## config.mk

```make
export PLATFORM = sky130hd
export DESIGN_NAME = hyper_burst_rr_arbiter
export DESIGN_NICKNAME = d
export VERILOG_FILES = /design/src/rtl/hyper_arb_pkg.sv /design/src/rtl/hyper_rr_pick.sv /design/src/rtl/hyper_burst_rr_arbiter.sv
export SDC_FILE = /design/constraint.sdc
export NUM_CORES = 1
export LEC_CHECK = 0
export ABC_AREA = 1
export BUFFER_PORTS_ARGS = -buffer_cell sky130_fd_sc_hd__buf_2
export CAP_MARGIN = 20
export CORE_MARGIN = 5
export CORE_UTILIZATION = 40
export DETAILED_ROUTE_END_ITERATION = 16
export MAX_ROUTING_LAYER = met4
export PLACE_DENSITY = 0.88
export SYNTH_ARGS = -nofsm -noshare
export SYNTH_HDL_FRONTEND = slang
export SYNTH_SLANG_ARGS = --single-unit
```

## constraint.sdc

```tcl
create_clock -name clk_i -period 4.7 [get_ports clk_i]
set_input_delay 0.705 -clock clk_i [delete_from_list [all_inputs] [get_ports clk_i]]
set_output_delay 0.705 -clock clk_i [all_outputs]
set_load 0.02 [all_outputs]
```

## src/rtl/hyper_arb_pkg.sv

```systemverilog
// Shared definitions for the HyperBus burst round-robin arbiter.
//   arb_state_e : arbiter FSM state (idle / burst locked).
//   ch_width()  : width of a channel index for a given channel count.
package hyper_arb_pkg;

  typedef enum logic {
    ARB_IDLE   = 1'b0,
    ARB_LOCKED = 1'b1
  } arb_state_e;

  // Channel-index width. A single channel still gets a 1-bit index so
  // that index ports never collapse to zero width.
  function automatic int ch_width(input int n_ch);
    return (n_ch > 1) ? $clog2(n_ch) : 1;
  endfunction

endpackage

```

## src/rtl/hyper_rr_pick.sv

```systemverilog
// Combinational rotate-priority picker.
//   req_i    : request vector, one bit per channel.
//   ptr_i    : channel that currently has the highest priority.
//   onehot_o : one-hot winner (all zero when nothing requests).
//   idx_o    : winner index (0 when nothing requests).
//   valid_o  : at least one channel requests.
module hyper_rr_pick
  import hyper_arb_pkg::*;
#(
  parameter  int N_CH = 4,
  localparam int CH_W = ch_width(N_CH)
) (
  input  logic [N_CH-1:0] req_i,
  input  logic [CH_W-1:0] ptr_i,
  output logic [N_CH-1:0] onehot_o,
  output logic [CH_W-1:0] idx_o,
  output logic            valid_o
);

  int              cand;
  logic [CH_W-1:0] cand_idx;

  // Scan ptr, ptr+1, ... (mod N_CH); the first requester found wins.
  always_comb begin
    // NOTE: every variable gets a default before any conditional write;
    // a path that leaves one unassigned would infer a latch.
    onehot_o = '0;
    idx_o    = '0;
    valid_o  = 1'b0;
    cand     = 0;
    cand_idx = '0;
    for (int i = 0; i < N_CH; i++) begin
      cand = int'(ptr_i) + i;
      if (cand >= N_CH) cand = cand - N_CH;
      cand_idx = CH_W'(cand);
      if (!valid_o && req_i[cand_idx]) begin
        valid_o            = 1'b1;
        idx_o              = cand_idx;
        onehot_o[cand_idx] = 1'b1;
      end
    end
  end

endmodule

```

## src/rtl/hyper_burst_rr_arbiter.sv

```systemverilog
// Round-robin arbiter with burst locking that shares the single HyperBus
// command/data port between uDMA channels.
//   clk_i, rst_ni    : clock, asynchronous active-low reset.
//   req_i, last_i    : per-channel beat request / final-beat flag.
//   gnt_o            : per-channel grant (one-hot or zero).
//   data_i, id_i     : per-channel payload and ID, packed channel 0 lowest.
//   req_o, gnt_i     : request to / grant from the HyperBus controller.
//   data_o, id_o     : payload and ID of the selected channel.
//   ch_o             : index of the selected channel.
//   busy_o           : a burst is locked to one channel.
// A winner owns the port until its last beat or until MAX_BEATS beats
// (0 = no cap) have been transferred; priority then rotates to the
// channel after the one that just finished.
module hyper_burst_rr_arbiter
  import hyper_arb_pkg::*;
#(
  parameter  int N_CH       = 4,
  parameter  int DATA_WIDTH = 32,
  parameter  int ID_WIDTH   = 4,
  parameter  int MAX_BEATS  = 0,
  localparam int CH_W       = ch_width(N_CH)
) (
  input  logic                       clk_i,
  input  logic                       rst_ni,
  input  logic [N_CH-1:0]            req_i,
  input  logic [N_CH-1:0]            last_i,
  output logic [N_CH-1:0]            gnt_o,
  input  logic [N_CH*DATA_WIDTH-1:0] data_i,
  input  logic [N_CH*ID_WIDTH-1:0]   id_i,
  output logic                       req_o,
  input  logic                       gnt_i,
  output logic [DATA_WIDTH-1:0]      data_o,
  output logic [ID_WIDTH-1:0]        id_o,
  output logic [CH_W-1:0]            ch_o,
  output logic                       busy_o
);

  arb_state_e      state_q, state_d;
  logic [CH_W-1:0] rr_ptr_q, rr_ptr_d;
  logic [CH_W-1:0] owner_q, owner_d;
  logic [15:0]     beat_cnt_q, beat_cnt_d;

  logic [N_CH-1:0] pick_onehot;
  logic [CH_W-1:0] pick_idx;
  logic            pick_valid;

  logic            locked;
  logic [CH_W-1:0] sel;
  logic [CH_W-1:0] sel_next;
  logic            handshake;
  int              beats_done;
  logic            cap_hit;

  hyper_rr_pick #(
    .N_CH (N_CH)
  ) u_pick (
    .req_i    (req_i),
    .ptr_i    (rr_ptr_q),
    .onehot_o (pick_onehot),
    .idx_o    (pick_idx),
    .valid_o  (pick_valid)
  );

  assign locked = (state_q == ARB_LOCKED);

  // Channel selection and the controller-side handshake. While locked only
  // the owner is visible; in idle the picker's winner is shown, falling back
  // to rr_ptr so the data/id muxes always point at a defined channel.
  always_comb begin
    sel   = rr_ptr_q;
    req_o = 1'b0;
    gnt_o = '0;
    if (locked) begin
      sel            = owner_q;
      req_o          = req_i[owner_q];
      gnt_o[owner_q] = gnt_i;
    end else begin
      if (pick_valid) sel = pick_idx;
      req_o = |req_i;
      gnt_o = pick_onehot & {N_CH{gnt_i}};
    end
    // Grants must be silent while reset is asserted, even in idle where
    // they would otherwise follow gnt_i combinationally.
    if (!rst_ni) gnt_o = '0;
  end

  assign data_o    = data_i[int'(sel)*DATA_WIDTH +: DATA_WIDTH];
  assign id_o      = id_i[int'(sel)*ID_WIDTH +: ID_WIDTH];
  assign ch_o      = sel;
  assign busy_o    = locked;
  assign handshake = req_o & gnt_i;

  assign sel_next = (sel == CH_W'(N_CH - 1)) ? '0 : sel + CH_W'(1);

  // Beats of the current burst including this one. In idle the counter may
  // hold a stale value, so the first beat is always counted as 1; this also
  // makes MAX_BEATS = 1 release on every beat without ever locking.
  assign beats_done = locked ? int'(beat_cnt_q) + 1 : 1;
  assign cap_hit    = (MAX_BEATS != 0) && (beats_done == MAX_BEATS);

  always_comb begin
    state_d    = state_q;
    rr_ptr_d   = rr_ptr_q;
    owner_d    = owner_q;
    beat_cnt_d = beat_cnt_q;
    if (handshake) begin
      beat_cnt_d = 16'(beats_done);
      if (last_i[sel] || cap_hit) begin
        state_d  = ARB_IDLE;
        rr_ptr_d = sel_next;
      end else begin
        state_d = ARB_LOCKED;
        owner_d = sel;
      end
    end
  end

  // NOTE: state registers use non-blocking assignments so every flop samples
  // the pre-edge values computed above, independent of evaluation order.
  always_ff @(posedge clk_i or negedge rst_ni) begin
    if (!rst_ni) begin
      state_q    <= ARB_IDLE;
      rr_ptr_q   <= '0;
      owner_q    <= '0;
      beat_cnt_q <= '0;
    end else begin
      state_q    <= state_d;
      rr_ptr_q   <= rr_ptr_d;
      owner_q    <= owner_d;
      beat_cnt_q <= beat_cnt_d;
    end
  end

endmodule

```

; ---- Yosys cells after proc, flatten, opt, wreduce, memory -nomap -nowiden
; Index checks and enable logic that the tools add are counted.
[word_totals]
reg_bits = 5
inputBits = 155
word_cells = 95
out_inout_bits = 44
[classes]
n_mux = 45
eq_ne = 1
n_addsub = 8
bitwise = 7
magnitude_cmp = 15
shift = 2
n_reduce_logical = 14
[op_table]
columns = op, n
row1 = variable part select 128 x 8 -> 32 bit, 1
row2 = two-way mux 4 bit, 6
row3 = two-way mux 2 bit, 11
row4 = "less-than comparator 2 x 3 -> 1 bit, second input constant", 6
row5 = two-way mux 1 bit, 17
row6 = variable part select 16 x 5 -> 4 bit, 1
row7 = binary-select mux 1 bit (select 2 bit), 6
row8 = OR 4 bit, 3
row9 = demux 1 bit (select 2 bit), 5
row10 = "greater-or-equal comparator 2 x 1 -> 1 bit, second input constant", 5
row11 = "greater-or-equal comparator 3 bit, second input constant", 3
row12 = bitwise AND 4 bit, 2
row13 = logical AND 1 bit, 8
row14 = "subtractor 2 x 1 -> 2 bit, second input constant", 4
row15 = "adder 2 x 2 -> 3 bit, second input constant", 2
row16 = AND reduction 2 bit, 2
row17 = OR reduction 4 bit, 1
row18 = "adder 2 x 1 -> 3 bit, second input constant", 1
row19 = "greater-or-equal comparator 2 x 3 -> 1 bit, second input constant", 1
row20 = zero test 1 bit, 3
row21 = "adder 2 x 1 -> 2 bit, second input constant", 1
row22 = "== test 2 bit, second input constant", 1
row23 = bitwise AND 1 bit, 1
row24 = inverter 1 bit, 1

; ---- Longest topological paths before layout
[logic_depth]
depth_word = 20
depth_mapped = 18
ltp_nobuf = 16

; ---- Hierarchy
; From an unflattened synthesis, not the netlist that was laid out.
[unflattened]
cells_unflattened = 360
area_unflattened_um2 = 1936.9
[by_module_without_submodules]
columns = module, instances, area_each_um2, cells_each, seq_area_each_um2
row1 = hyper_burst_rr_arbiter, 1, 1496.4, 286, 125.1
row2 = hyper_rr_pick, 1, 440.4, 74, 0.0

; ---- Worst setup path before layout
; No wires, ideal clock.
[synth_timing]
path_type = register to output
from = reg rr_ptr_q[0]
to = out data_o[0]
path_stages_with_launch = 14
setup_slack_ns = 1.512
path_buffers = 2
arrival_time_ns = 2.483
t_required_ns = 3.995
cell_sequence = dfrtp_1 buf_6 inv_4 ha_1 inv_1 nand3_1 nand2_2 inv_2 nor2_2 nand4_1 nand2_1 a21oi_2 dlygate4sd1_1 o31ai_1
[synth_between]
elab_chain_cells = 17
word_cells_on_any_way = 40
cone_classes = add/sub: 7 / order compare: 4 / shift: 1 / mux: 22 / reduce/logical: 6
[synth_lines]
columns = item, line
row1 = from (decl), hyper_burst_rr_arbiter.sv:39  ; logic [CH_W-1:0] rr_ptr_q, rr_ptr_d;
row2 = from (signal assigned), hyper_burst_rr_arbiter.sv:128  ; rr_ptr_q <= rr_ptr_d;
row3 = branches (longest 14 deep; another with adder 2 x 1 -> 3 bit), -
row4 = two-way mux 2 bit (*), hyper_burst_rr_arbiter.sv:78  ; if (pick_valid) sel = pick_idx;
row5 = two-way mux 2 bit (*), hyper_burst_rr_arbiter.sv:73  ; if (locked) begin
row6 = variable part select 128 x 8 -> 32 bit (*), hyper_burst_rr_arbiter.sv:87  ; assign data_o = data_i[int'(sel)*DATA_WIDTH +: DATA_WIDTH];
row7 = to (decl), hyper_burst_rr_arbiter.sv:32  ; output logic [DATA_WIDTH-1:0] data_o,
; Mark *: on every way between the ends. The select of a mux whose other input is x is not followed.

; ---- Final worst setup path
[layout_timing]
from = reg rr_ptr_q[0]
to = out data_o[17]
; The elaborated chain is that of the path after synthesis.

==> out/metrics.cfg <==
[yosys]
synthCells=387
synth_edf_count=0
yosysTopAreaCell=a21oi_1
synthArstFlopShare_pct=100.0
synthTopCellsByArea=a21oi_1 15%, o31ai_1 13%, nand2_1 8.9%
syn_area_per_cell_um2=5.538
synth_most_common_cell=a21oi_1
ys_warn_count=0
postSynthNetCount=551
ys_seq_area_share_pct=5.838
synthFlopType=dfrtp_1
ys_types=32
yosys-top-cells-count=66 x a21oi_1, 51 x nand2_1, 50 x inv_1
synth_top_area_share_pct=15.41
synth_seq_cells=5
netlist_area_um2=2143

[sta]
min_period_ns=3.899
tightest_slew_ns=0.7582
finalHoldViolations=0
grt_setup_unrepaired=no
fmax_mhz=256.5
maxSlewViolCount=0
relSlewSlack_pct=49.38
hold_ws_ns=0.3153
finalCritPeriodShare_pct=82.96
fin_setup_tns_ns=0
finalSetupViolCount=0
finalClockSkew_ns=0.001200

[layout]
fillCellCount=506
nNetsFinal=730
regArea_um2=125.1
multiInputGateArea_um2=1635
area_delta_synth_final_pct=46.99
drive_above_1_share_pct=40.88
diodes=0
fin_area_um2=3151

[clock_tree]
htree_levels=1
cts_sinks=5
clockBufferDepth=2
post_cts_resized=0
numCtsBuffers=3
cts_tree=yes
clock-root-buffer=clkbuf_8
clk_pin_slew_ns=0.03
hold_buffers=0
insertion_delay_ns=0.22
post_cts_buffers=0

[place]
post_dp_cell_area_um2=3105
dp_hpwl_mm=7.226
gp_congestion=0.9518
io_buffers=198

[detailed_routing]
wl_mm=8.986
ant_nets=0
wire_per_inst_um=14.15
drcViolationCount=0
viasPerCell=5.233
drtIter0Drc=211
vias=3323
first_pass_iters=5

[min_path]
hold_class=in2async

[run_status]
status=completed

[worst_setup_path]
arrival_ns=3.19
cp.required_ns=3.99
worstSetupPathType=reg2out
start_kind=flip-flop
crit_path_end_kind=output port
cp_max_fo=61
regToRegSetupSlack_ns=1.70

[grt]
grt_pass1_vias=3093
grtUsageTotal_pct=24.44
grt-ovfl-total=0
grt_max_degree=62
grt_pass1_wl_mm=14.33
grt_antenna_before_repair=0

[floorplan]
rows=26
ios=199
start_util_pct=41.44
die-area_um2=6922
die_x_um=83.20
die_y_um=83.20
coreArea_um2=5172

[job]
maxCapViolCount=0

cell type report:
| class | instances | area share (%) |
|---|---|---|
| Timing Repair Buffer | 203 | 33.04 |
| Multi-Input combinational cell | 296 | 51.91 |
| Tap cell | 70 | 2.780 |
| Sequential cell | 5 | 3.971 |
| Clock buffer | 4 | 1.430 |
| Inverter | 57 | 6.871 |
placed cells by master (no fill, tap or decap):
cell type  Yosys  layout
o21a_1         2       2
nand2_1       51      51
a21oi_1       66      66
nand3_2        1       1
a22oi_1        1       1
a311oi_1       2       2
buf_4          1       4
nand3_1       25      25
buf_2         13     198
clkinv_1       1       1
ha_1           9       9
or2_2          1       1
inv_2          5       5
o31ai_1       36      36
nand4_1        2       2
nand2_2        3       2
nand2_4        1       2
a21oi_4        0       1
buf_12         0       1
o21ai_1       21      21
a221oi_1       2       2
inv_1         50      50
nor2_1        39      39
dfrtp_1        5       5
a32o_1         1       1
clkbuf_8       0       3
clkbuf_1       8       1
o21ai_0       19      19
nor2_2         1       1
o22ai_1        1       1
nor2_4         1       1
a21oi_2       11      10
inv_4          1       1
metrics by stage:
step	utilization [%]	instances	worst slack, ns
CTS	60.91	635	0.8042
finish	60.91	635	0.8010
global placement	60.04	631	1.185
floorplan	-	387	1.512
detailed placement	60.04	631	1.063
global route	60.91	635	0.5302
path summary, 6_finish.rpt:
kind,from,end,cells past startpoint
worst min register to register,owner_q[1],owner_q[1],2
worst max register to register,rr_ptr_q[0],owner_q[0],16
max in group asynchronous,rst_ni,owner_q[0],1
worst max-delay path,rr_ptr_q[0],data_o[17],14
min in group clk_i,owner_q[1],owner_q[1],2
worst min-delay path,rst_ni,owner_q[1],1
routing by layer:
metal	GRT usage, %	routed length (µm)
met5	-	0
met4	8.470	240
met3	2.277	812
met2	43.29	4453
met1	28.71	3479
state kept, by name (all words and copies together), names as in the netlist:
| signal | count |
|---|---|
| busy_o | 1 |
| rr_ptr_q | 2 |
| owner_q | 2 |
kinds of logic (layout without fill, tap and decap cells):
group	count (synthesis)	count (layout)	share of synthesized area, %
AO/OA/AOI/OAI	162	162	45.30
adder cells (fa/ha/maj)	9	9	5.254
buffers and inverters	86	264	18.45
flip-flops	5	5	5.838
AND/OR/NAND/NOR	125	125	25.16
critical path: stages, from the launching register on:
cell and delay (ns):
dfrtp_1 0.60, inv_4 0.13, ha_1 0.36, inv_1 0.07
nand3_1 0.09, nand2_2 0.09, nor2_4 0.17, inv_2 0.06
nand3_1 0.10, nand3_2 0.12, nand2_4 0.34, buf_12 0.30
nor2_1 0.07, o31ai_1 0.25, buf_2 0.22
Power is left out: the tool's default activity adds up to more than one toggle a clock period on the data nets, which glitch-free logic cannot reach.
